File: config.mk
export PLATFORM = sky130hd
export DESIGN_NAME = def_out
export DESIGN_NICKNAME = d
export VERILOG_FILES = /design/src/rtl/def_pkg.sv /design/src/rtl/axis_out_reg.sv /design/src/rtl/def_out.sv
export SDC_FILE = /design/constraint.sdc
export NUM_CORES = 1
export LEC_CHECK = 0
export BUFFER_PORTS_ARGS = -buffer_cell sky130_fd_sc_hd__buf_2
export CAP_MARGIN = 10
export CORE_AREA = 2 2 355 357
export DETAILED_ROUTE_END_ITERATION = 10
export DIE_AREA = 0 0 357 359
export GPL_TIMING_DRIVEN = 0
export SYNTH_ARGS = -nofsm -noshare
export SYNTH_HDL_FRONTEND = slang
export SYNTH_HIERARCHICAL = 1
export SYNTH_SLANG_ARGS = --single-unit
File: constraint.sdc
create_clock -name axis_aclk -period 2.58 [get_ports axis_aclk]
set_input_delay 0.387 -clock axis_aclk [delete_from_list [all_inputs] [get_ports axis_aclk]]
set_output_delay 0.387 -clock axis_aclk [all_outputs]
set_load 0.03 [all_outputs]
File: src/rtl/def_pkg.sv
// Shared types and constants for the def_out packet filter: FSM states and
// the location of the byte-length field inside tuser.
package def_pkg;

  typedef enum logic [1:0] {
    ST_IDLE = 2'd0,
    ST_PASS = 2'd1,
    ST_DROP = 2'd2
  } state_t;

  localparam int LEN_LSB = 0;
  localparam int LEN_MSB = 15;
  localparam int LEN_W   = LEN_MSB - LEN_LSB + 1;

endpackage

File: src/rtl/axis_out_reg.sv
// Single-entry registered AXI-Stream master slot; loads a beat when told to,
// holds under backpressure and drops valid once the beat is accepted.
module axis_out_reg #(
  parameter int DATA_W = 256,
  parameter int USER_W = 128
) (
  input  logic              clk,
  input  logic              resetn,
  input  logic              load,
  input  logic [DATA_W-1:0] data,
  input  logic [USER_W-1:0] user,
  input  logic [DATA_W/8-1:0] keep,
  input  logic              last,
  input  logic              ready,
  output logic [DATA_W-1:0] reg_data,
  output logic [USER_W-1:0] reg_user,
  output logic [DATA_W/8-1:0] reg_keep,
  output logic              reg_last,
  output logic              valid,
  output logic              free
);

  assign free = !valid || ready;

  always_ff @(posedge clk) begin
    if (!resetn) begin
      reg_data <= '0;
      reg_user <= '0;
      reg_keep <= '0;
      reg_last <= 1'b0;
      valid    <= 1'b0;
    end else if (load) begin
      reg_data <= data;
      reg_user <= user;
      reg_keep <= keep;
      reg_last <= last;
      valid    <= 1'b1;
    end else if (ready) begin
      valid    <= 1'b0;
    end
  end

endmodule

File: src/rtl/def_out.sv
// Packet forwarder with an optional short-packet filter between a fall-through
// FIFO and a registered AXI-Stream master; counts forwarded and dropped packets.
module def_out
  import def_pkg::*;
#(
  parameter int C_M_AXIS_DATA_WIDTH  = 256,
  parameter int C_M_AXIS_TUSER_WIDTH = 128,
  parameter int MIN_PKT_LEN          = 64
) (
  input  logic                              axis_aclk,
  input  logic                              axis_resetn,
  input  logic                              i_pkt_fifo_empty,
  output logic                              o_pkt_fifo_rd_en,
  input  logic [C_M_AXIS_DATA_WIDTH-1:0]    i_tdata_fifo,
  input  logic [C_M_AXIS_TUSER_WIDTH-1:0]   i_tuser_fifo,
  input  logic [C_M_AXIS_DATA_WIDTH/8-1:0]  i_tkeep_fifo,
  input  logic                              i_tlast_fifo,
  output logic [C_M_AXIS_DATA_WIDTH-1:0]    m_axis_tdata,
  output logic [C_M_AXIS_TUSER_WIDTH-1:0]   m_axis_tuser,
  output logic [C_M_AXIS_DATA_WIDTH/8-1:0]  m_axis_tkeep,
  output logic                              m_axis_tlast,
  output logic                              m_axis_tvalid,
  input  logic                              m_axis_tready,
  input  logic                              i_drop_en,
  output logic [31:0]                       o_pkt_cnt,
  output logic [31:0]                       o_drop_cnt
);

  state_t           state;
  logic             head;
  logic             drop_head;
  logic             slot_free;
  logic             load;
  logic [LEN_W-1:0] len;

  assign head      = !i_pkt_fifo_empty;
  assign len       = i_tuser_fifo[LEN_MSB:LEN_LSB];
  assign drop_head = i_drop_en && (len < LEN_W'(MIN_PKT_LEN));

  // Dropped beats are popped regardless of the output slot; only forwarded
  // beats wait for space.
  always_comb begin
    o_pkt_fifo_rd_en = 1'b0;
    load             = 1'b0;
    if (axis_resetn && head) begin
      case (state)
        ST_IDLE: begin
          o_pkt_fifo_rd_en = drop_head || slot_free;
          load             = !drop_head && slot_free;
        end
        ST_PASS: begin
          o_pkt_fifo_rd_en = slot_free;
          load             = slot_free;
        end
        ST_DROP: o_pkt_fifo_rd_en = 1'b1;
        default: ;
      endcase
    end
  end

  always_ff @(posedge axis_aclk) begin
    if (!axis_resetn) begin
      state      <= ST_IDLE;
      o_pkt_cnt  <= '0;
      o_drop_cnt <= '0;
    end else if (o_pkt_fifo_rd_en) begin
      case (state)
        ST_IDLE: begin
          if (i_tlast_fifo) begin
            if (drop_head) o_drop_cnt <= o_drop_cnt + 32'd1;
            else           o_pkt_cnt  <= o_pkt_cnt + 32'd1;
          end else begin
            state <= drop_head ? ST_DROP : ST_PASS;
          end
        end
        ST_PASS: if (i_tlast_fifo) begin
          state     <= ST_IDLE;
          o_pkt_cnt <= o_pkt_cnt + 32'd1;
        end
        ST_DROP: if (i_tlast_fifo) begin
          state      <= ST_IDLE;
          o_drop_cnt <= o_drop_cnt + 32'd1;
        end
        default: state <= ST_IDLE;
      endcase
    end
  end

  axis_out_reg #(
    .DATA_W(C_M_AXIS_DATA_WIDTH),
    .USER_W(C_M_AXIS_TUSER_WIDTH)
  ) u_out (
    .clk     (axis_aclk),
    .resetn  (axis_resetn),
    .load    (load),
    .data    (i_tdata_fifo),
    .user    (i_tuser_fifo),
    .keep    (i_tkeep_fifo),
    .last    (i_tlast_fifo),
    .ready   (m_axis_tready),
    .reg_data(m_axis_tdata),
    .reg_user(m_axis_tuser),
    .reg_keep(m_axis_tkeep),
    .reg_last(m_axis_tlast),
    .valid   (m_axis_tvalid),
    .free    (slot_free)
  );

endmodule

# Word-level counts from Yosys, hierarchy flattened

Index checks and enable logic that the tools add are counted.

Logic and storage cells: 54
Input port bits: 422
Output and inout port bits: 483
Flip-flop bits (word level): 484

Order comparisons: 1
Multiplexer cells: 18
Equality and inequality tests: 9
$add $sub $neg: 2
Reduce and logical (&&, ||, !) cells: 16

Operators with widths:

| kind                                                 | number |
|---|---|
| two-way mux 32 bit                                   | 6 |
| one-hot mux 32 bit (2 select lines)                  | 2 |
| adder 32 x 1 -> 32 bit (second input constant)       | 2 |
| < comparator 16 x 7 -> 1 bit (second input constant) | 1 |
| != test 2 bit (second input constant)                | 6 |
| AND reduction 5 bit                                  | 2 |
| two-way mux 2 bit                                    | 3 |
| nonzero test 2 bit                                   | 3 |
| two-way mux 1 bit                                    | 4 |
| one-hot mux 2 bit (2 select lines)                   | 1 |
| logical AND 1 bit                                    | 3 |
| logical NOT 1 bit                                    | 3 |
| one-hot mux 1 bit (3 select lines)                   | 1 |
| AND reduction 3 bit                                  | 1 |
| equality test 2 x 1 -> 1 bit (second input constant) | 1 |
| equality test 2 bit (second input constant)          | 1 |
| logical NOT 2 bit                                    | 1 |
| logical OR 1 bit                                     | 2 |
| != test 2 x 1 -> 1 bit (second input constant)       | 1 |
| one-hot mux 1 bit (2 select lines)                   | 1 |
| OR reduction 2 bit                                   | 1 |

# Depth between registers and ports, before layout

Word-level depth: 7
Depth in mapped cells: 10

# By module

Netlist, hierarchy kept.

Modules (own cells, without submodules):

| module       | area an instance (µm²) | times used | cells each | sequential area each (µm²) |
|---|---|---|---|---|
| axis_out_reg | 15711.3                | 1          | 1348       | 8368.0 |
| def_out      | 3259.4                 | 1          | 391        | 1321.3 |

# Worst setup path before layout

No wires, ideal clock.

Kind: in2out
Start: input port i_tuser_fifo[12]
End: output port o_pkt_fifo_rd_en
Data arrival time: 2.046 ns
Cell stages on the path: 4
Path slack: 0.147 ns
Data required time: 2.193 ns
Buffers on the path: 0
Cells stage by stage: or4b_4 nor4_1 nor3_1 nor3_1

Cells in the longest elaborated chain, start to end: 5

RTL lines:

| what                               | RTL line      | source |
|---|---|---|
| start, declared                    | def_out.sv:15 | `input logic [C_M_AXIS_TUSER_WIDTH-1:0] i_tuser_fifo,` |
| < comparator 16 x 7 -> 1 bit       | def_out.sv:38 | `assign drop_head = i_drop_en && (len < LEN_W'(MIN_PKT_LEN));` |
| logical AND 1 bit                  | def_out.sv:38 |  |
| logical OR 1 bit                   | def_out.sv:48 | `o_pkt_fifo_rd_en = drop_head \|\| slot_free;` |
| one-hot mux 1 bit (3 select lines) | def_out.sv:46 | `case (state)` |
| two-way mux 1 bit                  | def_out.sv:45 | `if (axis_resetn && head) begin` |
| end, declared                      | def_out.sv:13 | `output logic o_pkt_fifo_rd_en,` |

No other way between the ends.

# Worst setup path in the final report

Start: register state[1]
End: output port o_pkt_fifo_rd_en

Cells in the longest elaborated chain, start to end: 3

RTL lines:

| what                                              | RTL line      | source |
|---|---|---|
| start, declared                                   | def_out.sv:29 | `state_t state;` |
| start signal, assigned                            | def_out.sv:73 | `state <= drop_head ? ST_DROP : ST_PASS;` |
| equality test 2 bit, or another cell as far along | def_out.sv:46 |  |
| one-hot mux 1 bit (3 select lines) (*)            | def_out.sv:46 |  |
| two-way mux 1 bit (*)                             | def_out.sv:45 |  |

Every way passes the cells marked *; elsewhere a longest branch is shown, timed or not.

==> results_dict.tcl <==
set metrics [dict create \
    status "completed" \
    finalSetupViolCount 0 \
    postRouteAntennaNets 0 \
    slew_headroom_pct 44.1 \
    hold_viol 0 \
    fin_tns_setup_ps 0 \
    yosys-top-cells-area "dfxtp_1 51%, mux2i_1 22%, nor2b_1 14%" \
    ys_warn_count 6 \
    wl_met2_mm 41.5 \
    ys_seq_area_share_pct 51.1 \
    synth_edf_count 0 \
    finClkSkew_ps 16.5 \
    synthCells 1739 \
    core_sq_um 125000 \
    timing.final.crit_share_pct 95.0 \
    clk_path_buf_depth 3 \
    cts.sinks 484 \
    power_density_nw_per_um2 636 \
    antenna_found_initial 25 \
    peakVddDrop_mv 0.461 \
    drive_gt1_share_pct 35.1 \
    rsz0062_at_grt "yes" \
    die_area_sq_um 128000 \
    rows 130 \
    synth_ff_type "dfxtp_1" \
    synthArstFlopShare_pct 0 \
    grt_pass1_wl_mm 119 \
    cts_tree "yes" \
    drc_errors 0 \
    syn_to_final_growth_pct 61.2 \
    tightest_slew_ps 838 \
    num_vias 17500 \
    ios 905 \
    h-tree-depth 2 \
    final_nets 3437 \
    synth_nets 2167 \
    grt_pass1_vias 17500 \
    synth_cell_types 44 \
    max_freq_ghz 0.408 \
    critPathLaunchType "register" \
    path_max_fanout 6 \
    first_pass_iters 5 \
    highest_layer "met5" \
    viasPerCell 3.72 \
    track_usage_pct 12.6 \
    gp_congestion 0.888 \
    start_util_pct 15.2 \
    whs_ps 55.9 \
    required_ps 2190 \
    pre_cts_slack_ps -614 \
    synth.largest_area_cell "dfxtp_1" \
    post_drt_wl_per_cell_um 18.2 \
    synth_seq_cells 484 \
    globalRouteOverflowTotal 0 \
    met3_length_mm 7.00 \
    min_period_ps 2450 \
    yosysTopAreaCellShare_pct 51.1 \
    drv_slew 0 \
    dieWidth_um 357 \
    path_clk_slew_ps 60 \
    arrival_ps 2060 \
    final_common_cell "buf_2" \
    clockRootBuffer "clkbuf_16" \
    maxCapViolations 0 \
    worstSetupPathType "register to primary output" \
    drt-total-wl_mm 85.6 \
    port-buffer-count 904 \
    numCtsBuffers 55 \
    endpoint_kind "primary output" \
    met1_length_mm 32.9 \
    drt-initial-drc-count 790 \
    final_cell_mix "908 x buf_2, 482 x dfxtp_1, 420 x mux2i_1, 417 x nor2b_1, 300 x dlygate4sd3_1" \
    leakagePower_nw 13.1 \
    dp.final_hpwl_mm 66.9 \
    grt_max_degree 14 \
    hp-class "input port to register" \
    die_y_um 359 \
    clk-insertion-delay-late_ps 620 \
    synth_area_sq_um 19000 \
    setup_ws_ps 129 \
    num-fill-cells 13400 \
    postSynthAreaPerCell_sq_um 10.9 \
]
-- power breakdown --
part	internal (W)	switching [W]	total (W)
clock	0.00459	0.00325	0.00784
sequential	0.00786	0.000207	0.00807
combinational	0.00148	0.00206	0.00353
-- worst paths after layout --
kind                     startpoint                   to  slack, ps  depth (start not counted)
setup / recovery           state[1]     o_pkt_fifo_rd_en        130                          7
hold / removal    i_tdata_fifo[154]  u_out/reg_data[154]         60                          3
setup reg to reg           state[1]       o_drop_cnt[20]        160                          6
hold reg to reg      o_drop_cnt[31]       o_drop_cnt[31]        490                          2
-- Yosys cell counts, drive strengths merged, types with 11 or more instances --
master    n
inv      14
nor2b   417
clkbuf   57
nor4     20
nor2     35
nand4    25
xor2     13
mux2i   420
xnor2    19
nand2    26
buf      51
and3     11
nand3    19
a21oi    29
or3      24
dfxtp   484
o21ai    22
-- logic make-up after synthesis --
kind of cell,Yosys count,synth area share (%)
simple gates,608,19.4
flops,484,51.1
mux,420,22.2
buf+inv,122,3.48
compound gates,67,2.06
xor+xnor,32,1.48
fa+ha+maj,6,0.396
-- through the flow --
step / util, % / area, sq um / total power (W) / std cells
global placement: 20.5 / 25600 / 0.0113 / 4293
finish: 24.5 / 30600 / 0.0194 / 4702
global route: 24.5 / 30600 / 0.0202 / 4699
floorplan: - / 19000 / 0.0101 / 1739
detailed placement: 20.5 / 25600 / 0.0114 / 4294
CTS: 24.4 / 30400 / 0.0197 / 4687
-- metal layers --
metal | vias up | GRT usage [%]
met1 | 8140 | 13.8
met4 | 26 | 6.07
met5 | - | 0
li1 | 8474 | -
met2 | 678 | 21.9
met3 | 163 | 3.82
-- what timing repair did --
item / in CTS / in global routing
gates resized for setup: 15 / 15
hold buffers: 300 / 0
gates cloned: 0 / 0
endpoints found under the hold margin: 300 / 0
pin swaps: 3 / 6
endpoints found under the setup margin: 351 / 29
buffers inserted: 2 / 7
-- sequential cells by signal (all words and copies together) (netlist names) --
register	cells
u_out/reg_keep	32
u_out/reg_user	128
o_pkt_cnt	32
o_drop_cnt	32
u_out/valid	1
state	2
u_out/reg_last	1
u_out/reg_data	256
-- final cells by class --
| class | instances | area [sq um] | share of cell area [%] |
|---|---|---|---|
| Sequential cell | 484 | 9690 | 31.7 |
| Multi-Input combinational cell | 1133 | 8730 | 28.5 |
| Timing Repair Buffer | 1214 | 7620 | 24.9 |
| Tap cell | 1650 | 2060 | 6.75 |
| Clock buffer | 82 | 1660 | 5.43 |
| Buffer | 107 | 617 | 2.02 |
| Clock inverter | 10 | 106 | 0.348 |
| Inverter | 14 | 58.8 | 0.192 |
| Antenna cell | 8 | 20.0 | 0.0655 |
-- worst max-delay path: stages (launching register included) --
cell	delay, ps
dfxtp_4	360
inv_4	70
ha_4	160
inv_2	70
nor4_4	330
nor3_2	90
nor3_2	180
buf_4	190
Note: power is estimated with default switching activity, not from simulation.
